`src/rtl/ibex_mem_arbiter.sv`:
```
// ibex_mem_arbiter
// Shares one single-port SRAM (fixed 1-cycle read latency) between the ibex
// instruction and data OBI ports.
//   - Arbitration and grant are combinational and happen in the same cycle.
//   - Instruction fetches normally win. A run counter limits how many fetches
//     in a row can be granted while a load/store waits, so data is never starved.
//   - Addresses outside the SRAM window are still granted, but they never reach
//     the SRAM and they return an error response.
//   - Each grant produces exactly one response on the owning port one cycle later.
// Ports:
//   clk_i, rst_i              clock, synchronous active-high reset
//   instr_*                   fetch port (req/addr in; gnt/rvalid/rdata/err out)
//   data_*                    load/store port (req/we/be/addr/wdata in;
//                             gnt/rvalid/rdata/err out)
//   mem_*                     SRAM side (req/we/be/addr/wdata out; rdata in)
module ibex_mem_arbiter #(
    parameter logic [31:0] MemStart    = 32'h0000_0000,
    parameter int unsigned MemSize     = 8192,
    parameter int unsigned MaxInstrRun = 4
) (
    input  logic        clk_i,
    input  logic        rst_i,
    input  logic        instr_req_i,
    input  logic [31:0] instr_addr_i,
    output logic        instr_gnt_o,
    output logic        instr_rvalid_o,
    output logic [31:0] instr_rdata_o,
    output logic        instr_err_o,
    input  logic        data_req_i,
    input  logic        data_we_i,
    input  logic [3:0]  data_be_i,
    input  logic [31:0] data_addr_i,
    input  logic [31:0] data_wdata_i,
    output logic        data_gnt_o,
    output logic        data_rvalid_o,
    output logic [31:0] data_rdata_o,
    output logic        data_err_o,
    output logic        mem_req_o,
    output logic        mem_we_o,
    output logic [3:0]  mem_be_o,
    output logic [31:0] mem_addr_o,
    output logic [31:0] mem_wdata_o,
    input  logic [31:0] mem_rdata_i
);

    localparam logic [31:0] OffMask = 32'(MemSize - 1);
    localparam logic [3:0]  RunMax  = 4'(MaxInstrRun);

    typedef enum logic {
        OwnerInstr = 1'b0,
        OwnerData  = 1'b1
    } owner_e;

    logic [3:0]  run_q, run_d;
    logic        resp_valid_q, resp_valid_d;
    owner_e      resp_owner_q, resp_owner_d;
    logic        resp_err_q, resp_err_d;
    logic        resp_we_q, resp_we_d;

    logic        sel_data, sel_instr, any_gnt, hit;
    logic [31:0] win_addr;

    // Grant and SRAM request path. Everything is forced idle while reset is
    // held, so a request during reset is never accepted.
    always_comb begin
        sel_data    = data_req_i & (~instr_req_i | (run_q == RunMax));
        sel_instr   = instr_req_i & ~sel_data;
        if (rst_i) begin
            sel_data  = 1'b0;
            sel_instr = 1'b0;
        end
        any_gnt     = sel_data | sel_instr;
        win_addr    = sel_data ? data_addr_i : instr_addr_i;
        hit         = (win_addr & ~OffMask) == MemStart;

        instr_gnt_o = sel_instr;
        data_gnt_o  = sel_data;
        mem_req_o   = 1'b0;
        mem_we_o    = 1'b0;
        mem_be_o    = 4'h0;
        mem_addr_o  = 32'h0;
        mem_wdata_o = 32'h0;
        if (any_gnt && hit) begin
            mem_req_o  = 1'b1;
            mem_addr_o = win_addr & OffMask;
            if (sel_data) begin
                mem_we_o    = data_we_i;
                mem_be_o    = data_be_i;
                mem_wdata_o = data_wdata_i;
            end else begin
                mem_be_o    = 4'hF;
            end
        end
    end

    // Next state for the run counter and the response register.
    always_comb begin
        run_d        = run_q;
        resp_valid_d = any_gnt;
        resp_owner_d = resp_owner_q;
        resp_err_d   = resp_err_q;
        resp_we_d    = resp_we_q;
        if (sel_data || !data_req_i) begin
            run_d = 4'd0;
        end else if (sel_instr && run_q != RunMax) begin
            run_d = run_q + 4'd1;
        end
        if (any_gnt) begin
            resp_owner_d = sel_data ? OwnerData : OwnerInstr;
            resp_err_d   = ~hit;
            resp_we_d    = sel_data & data_we_i;
        end
    end

    always_ff @(posedge clk_i) begin
        if (rst_i) begin
            run_q        <= 4'd0;
            resp_valid_q <= 1'b0;
            resp_owner_q <= OwnerInstr;
            resp_err_q   <= 1'b0;
            resp_we_q    <= 1'b0;
        end else begin
            run_q        <= run_d;
            resp_valid_q <= resp_valid_d;
            resp_owner_q <= resp_owner_d;
            resp_err_q   <= resp_err_d;
            resp_we_q    <= resp_we_d;
        end
    end

    // The response is suppressed while reset is high, so a grant taken just
    // before reset never shows up. Stores and errors return zero data.
    logic        resp_live;
    logic [31:0] resp_data;

    always_comb begin
        resp_live      = resp_valid_q & ~rst_i;
        resp_data      = (resp_err_q || resp_we_q) ? 32'h0 : mem_rdata_i;
        instr_rvalid_o = resp_live & (resp_owner_q == OwnerInstr);
        data_rvalid_o  = resp_live & (resp_owner_q == OwnerData);
        instr_err_o    = instr_rvalid_o & resp_err_q;
        data_err_o     = data_rvalid_o & resp_err_q;
        instr_rdata_o  = instr_rvalid_o ? resp_data : 32'h0;
        data_rdata_o   = data_rvalid_o ? resp_data : 32'h0;
    end

endmodule

```
`config.mk`:
```
export PLATFORM = sky130hd
export DESIGN_NAME = ibex_mem_arbiter
export DESIGN_NICKNAME = d
export VERILOG_FILES = /design/src/rtl/ibex_mem_arbiter.sv
export SDC_FILE = /design/constraint.sdc
export NUM_CORES = 1
export LEC_CHECK = 0
export ABC_CLOCK_PERIOD_IN_PS = 5900
export BUFFER_PORTS_ARGS = -buffer_cell sky130_fd_sc_hd__buf_4
export CORE_AREA = 2 2 109 111
export DETAILED_ROUTE_END_ITERATION = 10
export DIE_AREA = 0 0 111 113
export GPL_TIMING_DRIVEN = 0
export REMOVE_ABC_BUFFERS = 1
export SKIP_CTS_REPAIR_TIMING = 1
export SLEW_MARGIN = 25
export SYNTH_ARGS = -nofsm -noshare
export SYNTH_HDL_FRONTEND = slang
export SYNTH_SLANG_ARGS = --single-unit
export TNS_END_PERCENT = 10
```
`constraint.sdc`:
```
create_clock -name clk_i -period 5.9 [get_ports clk_i]
set_input_delay 0.885 -clock clk_i [delete_from_list [all_inputs] [get_ports clk_i]]
set_output_delay 0.885 -clock clk_i [all_outputs]
set_load 0.05 [all_outputs]
```
==> out/results.tsv <==
stage	metric	value	unit
status	outcome	completed	
critical_path	r2r_slack	3560	ps
critical_path	cp_slowest_cell	or4_1	
sta	fmax	246	MHz
final_layout	layout-drive-gt1-share	59.7	%
sta	fin_worst_skew	2.80	ps
critical_path	required	5020	ps
global_route	grt_overflow_total	0	
power_and_ir_drop	power_leakage	2.18	nW
synth	netlist_area	1640	sq um
cts	cts_max_level	1	
final_layout	diodes	0	
critical_path	end_kind	output port	
die	die_y	113	um
critical_path	critPathArrivalTime	3180	ps
synth	yosys-top-cells-area	and3_1 25%, and2_1 14%, dfxtp_1 9.8%, buf_4 8.7%, mux2i_1 7.9%	
placed_design	numPortBuffers	257	
sta	hold_viol_final	0	
synth	synth_ff_type	dfxtp_1	
synth	synth.distinct_cells	31	
critical_path	cp-start-kind	primary input	
cts	cts.sinks	8	
critical_path	critPathKind	in2out	
sta	tns	0	ps
synth	syn_avg_cell_area	7.07	sq um
flow_run	drv_cap	0	
power_and_ir_drop	p_per_area	97.6	nW/um^2
critical_path	timing.rr.start	run_q[0]	
detailed_routing	drtPass1Iterations	5	
critical_path	path_cells	buf_4 -> nand2b_1 -> or4_1 -> or4_1 -> a221oi_1 -> buf_4	
synth	synth_most_common_cell	and3_1	
cts	cts_tree	built	
die	core	11300	sq um
sta	setup_viol	0	
power_and_ir_drop	switching_share	37.2	%
global_route	grt_max_degree	37	
synth	synth_largest_area_cell	and3_1	
critical_path	crit_path_max_incr_delay	800	ps
final_layout	num-nets-final	615	
synth	synth_warnings	0	
power_and_ir_drop	switchingPower	0.137	mW
placed_design	place_congestion	0.755	
detailed_routing	ant_nets	0	
detailed_routing	drt-initial-drc-count	83	
final_layout	syn2layout_area_growth	130	%
die	rows	39	
power_and_ir_drop	vdd_drop_max	0.143	mV
detailed_routing	viasPerCell	4.22	
min_path	hold_start	run_q[0]	
cts	cts_buffer_depth	2	
cts	cts-root-buf	clkbuf_16	
sta	fin_crit	4060	ps
power_and_ir_drop	sequentialPowerShare	15.9	%
final_layout	fin_area	3770	sq um
synth	yosysTopAreaCellShare	25.2	%
critical_path	reg2reg_to	resp_err_q	
synth	synth_edf_count	0	
placed_design	dpl_cell_area	3690	sq um
min_path	hold_path_end	run_q[0]	
min_path	hold_path.class	reg2reg	
min_path	whs_path_depth	1	
global_route	grt_pass1_wl	12.5	mm
placed_design	dp_hpwl	7.33	mm
sta	worst_pin_slew	984	ps
power_and_ir_drop	p_total	0.368	mW
sta	slew_viol_final	0	
cts	clkLatencyLatePin	230	ps
power_and_ir_drop	intPower	0.231	mW
synth	ys_seq_elements	8	
synth	netlist_instances	232	
die	die_x	111	um
synth	synthTopCellsByCount	66 x and3_1, 36 x and2_1, 20 x clkbuf_1	
power_and_ir_drop	p_comb_share	53.0	%
sta	period_share	68.9	%
global_route	grt_antenna_before_repair	0	
cts	cts-buffers-inserted	3	
global_route	grtUsageTotal	11.8	%
critical_path	cp_max_fo	19	
sta	rsz0062_at_grt	false	
detailed_routing	wl_per_cell	13.7	um
die	dieArea	12500	sq um
sta	maxSlewHeadroom	34.4	%
critical_path	rr_worst_depth	6	
detailed_routing	drt-total-wl	8.47	mm
sta	holdWs	471	ps
global_route	grt_pass1_vias	2425	
detailed_routing	vias	2603	
die	pin_count	277	
synth	synthArstFlopShare	0	%
detailed_routing	drc	0	
cts	clk_pin_slew	40	ps
synth	seq_area_frac_synth	9.76	%
power_and_ir_drop	pwr-share-clk	31.1	%
die	start_util	14.6	%
## worst max-delay path, delay by kind of cell
kind / cells / cell delay [ps]
buffers and inverters: 2 / 390
AND/OR/NAND/NOR: 3 / 1460
AO/OA/AOI/OAI: 1 / 440
## how the worst max path moves through the flow
stage | start | to | slack [ps]
after floorplan | rst_i | mem_addr_o[12] | 590
after global placement | rst_i | mem_wdata_o[9] | 530
after detailed placement | rst_i | mem_be_o[2] | 1810
after CTS | rst_i | mem_be_o[2] | 1820
after global routing | rst_i | mem_be_o[0] | 1690
final | rst_i | mem_be_o[2] | 1840
## metrics by stage
| step | cells | setup WS, ps | utilization, % |
|---|---|---|---|
| 2_1_floorplan | 207 | 588 | - |
| 3_3_place_gp | 607 | 526 | 31.6 |
| 3_5_place_dp | 614 | 1810 | 32.7 |
| 4_1_cts | 617 | 1820 | 33.4 |
| 5_1_grt | 617 | 1690 | 33.4 |
| 6_report | 617 | 1840 | 33.4 |
## cell type report
class | count | area [sq um]
Tap cell | 143 | 179
Sequential cell | 8 | 160
Timing Repair Buffer | 264 | 2020
Inverter | 9 | 33.8
Clock buffer | 3 | 75.1
Fill cell | 1209 | 7510
Multi-Input combinational cell | 190 | 1290
## power by group through the flow
| stage | logic [mW] | registers (mW) | clock network (mW) |
|---|---|---|---|
| detailed placement | 0.195 | 0.0591 | 0 |
| finish | 0.195 | 0.0583 | 0.114 |
| global placement | 0.182 | 0.0586 | 0 |
| global route | 0.206 | 0.0587 | 0.119 |
| floorplan | 0.0903 | 0.0582 | 0 |
| CTS | 0.195 | 0.0583 | 0.116 |
## cells in the final DEF (no fill, tap or decap), types with 2 or more instances in the layout
cell type and instances:
and3_1 66, buf_2 2, a211oi_2 9, a31o_2 2, a221oi_1 4, clkbuf_16 3, or3_1 2, ha_1 2
mux2i_1 13, nand2_1 2, buf_6 2, conb_1 19, dfxtp_1 8, buf_4 258, nor4_1 8, nor2_1 7
or4_1 2, inv_1 9, nand4_1 2, buf_16 2, a211oi_1 4, and2_1 36
## metal layers
layer  global-route usage, %  wire, um
met5                       0         0
met4                    2.00        55
met3                    1.45       492
met2                    22.5      4650
met1                    14.3      3270
## registers in the layout (all words and copies together), names as in the netlist
register      cells
run_q             4
resp_err_q        1
resp_owner_q      1
resp_valid_q      1
resp_we_q         1
## kinds of logic (layout without fill, tap and decap cells)
logic type / count (synthesis) / in the layout / share of synthesized area (%)
xor+xnor: 2 / 2 / 1.07
other cells: 1 / 19 / 0.229
flops: 8 / 8 / 9.76
fa+ha+maj: 2 / 2 / 1.53
buf+inv: 52 / 276 / 17.5
mux: 13 / 13 / 7.93
simple gates: 131 / 131 / 48.7
compound gates: 23 / 23 / 13.3
(Power assumes the default switching activity.)
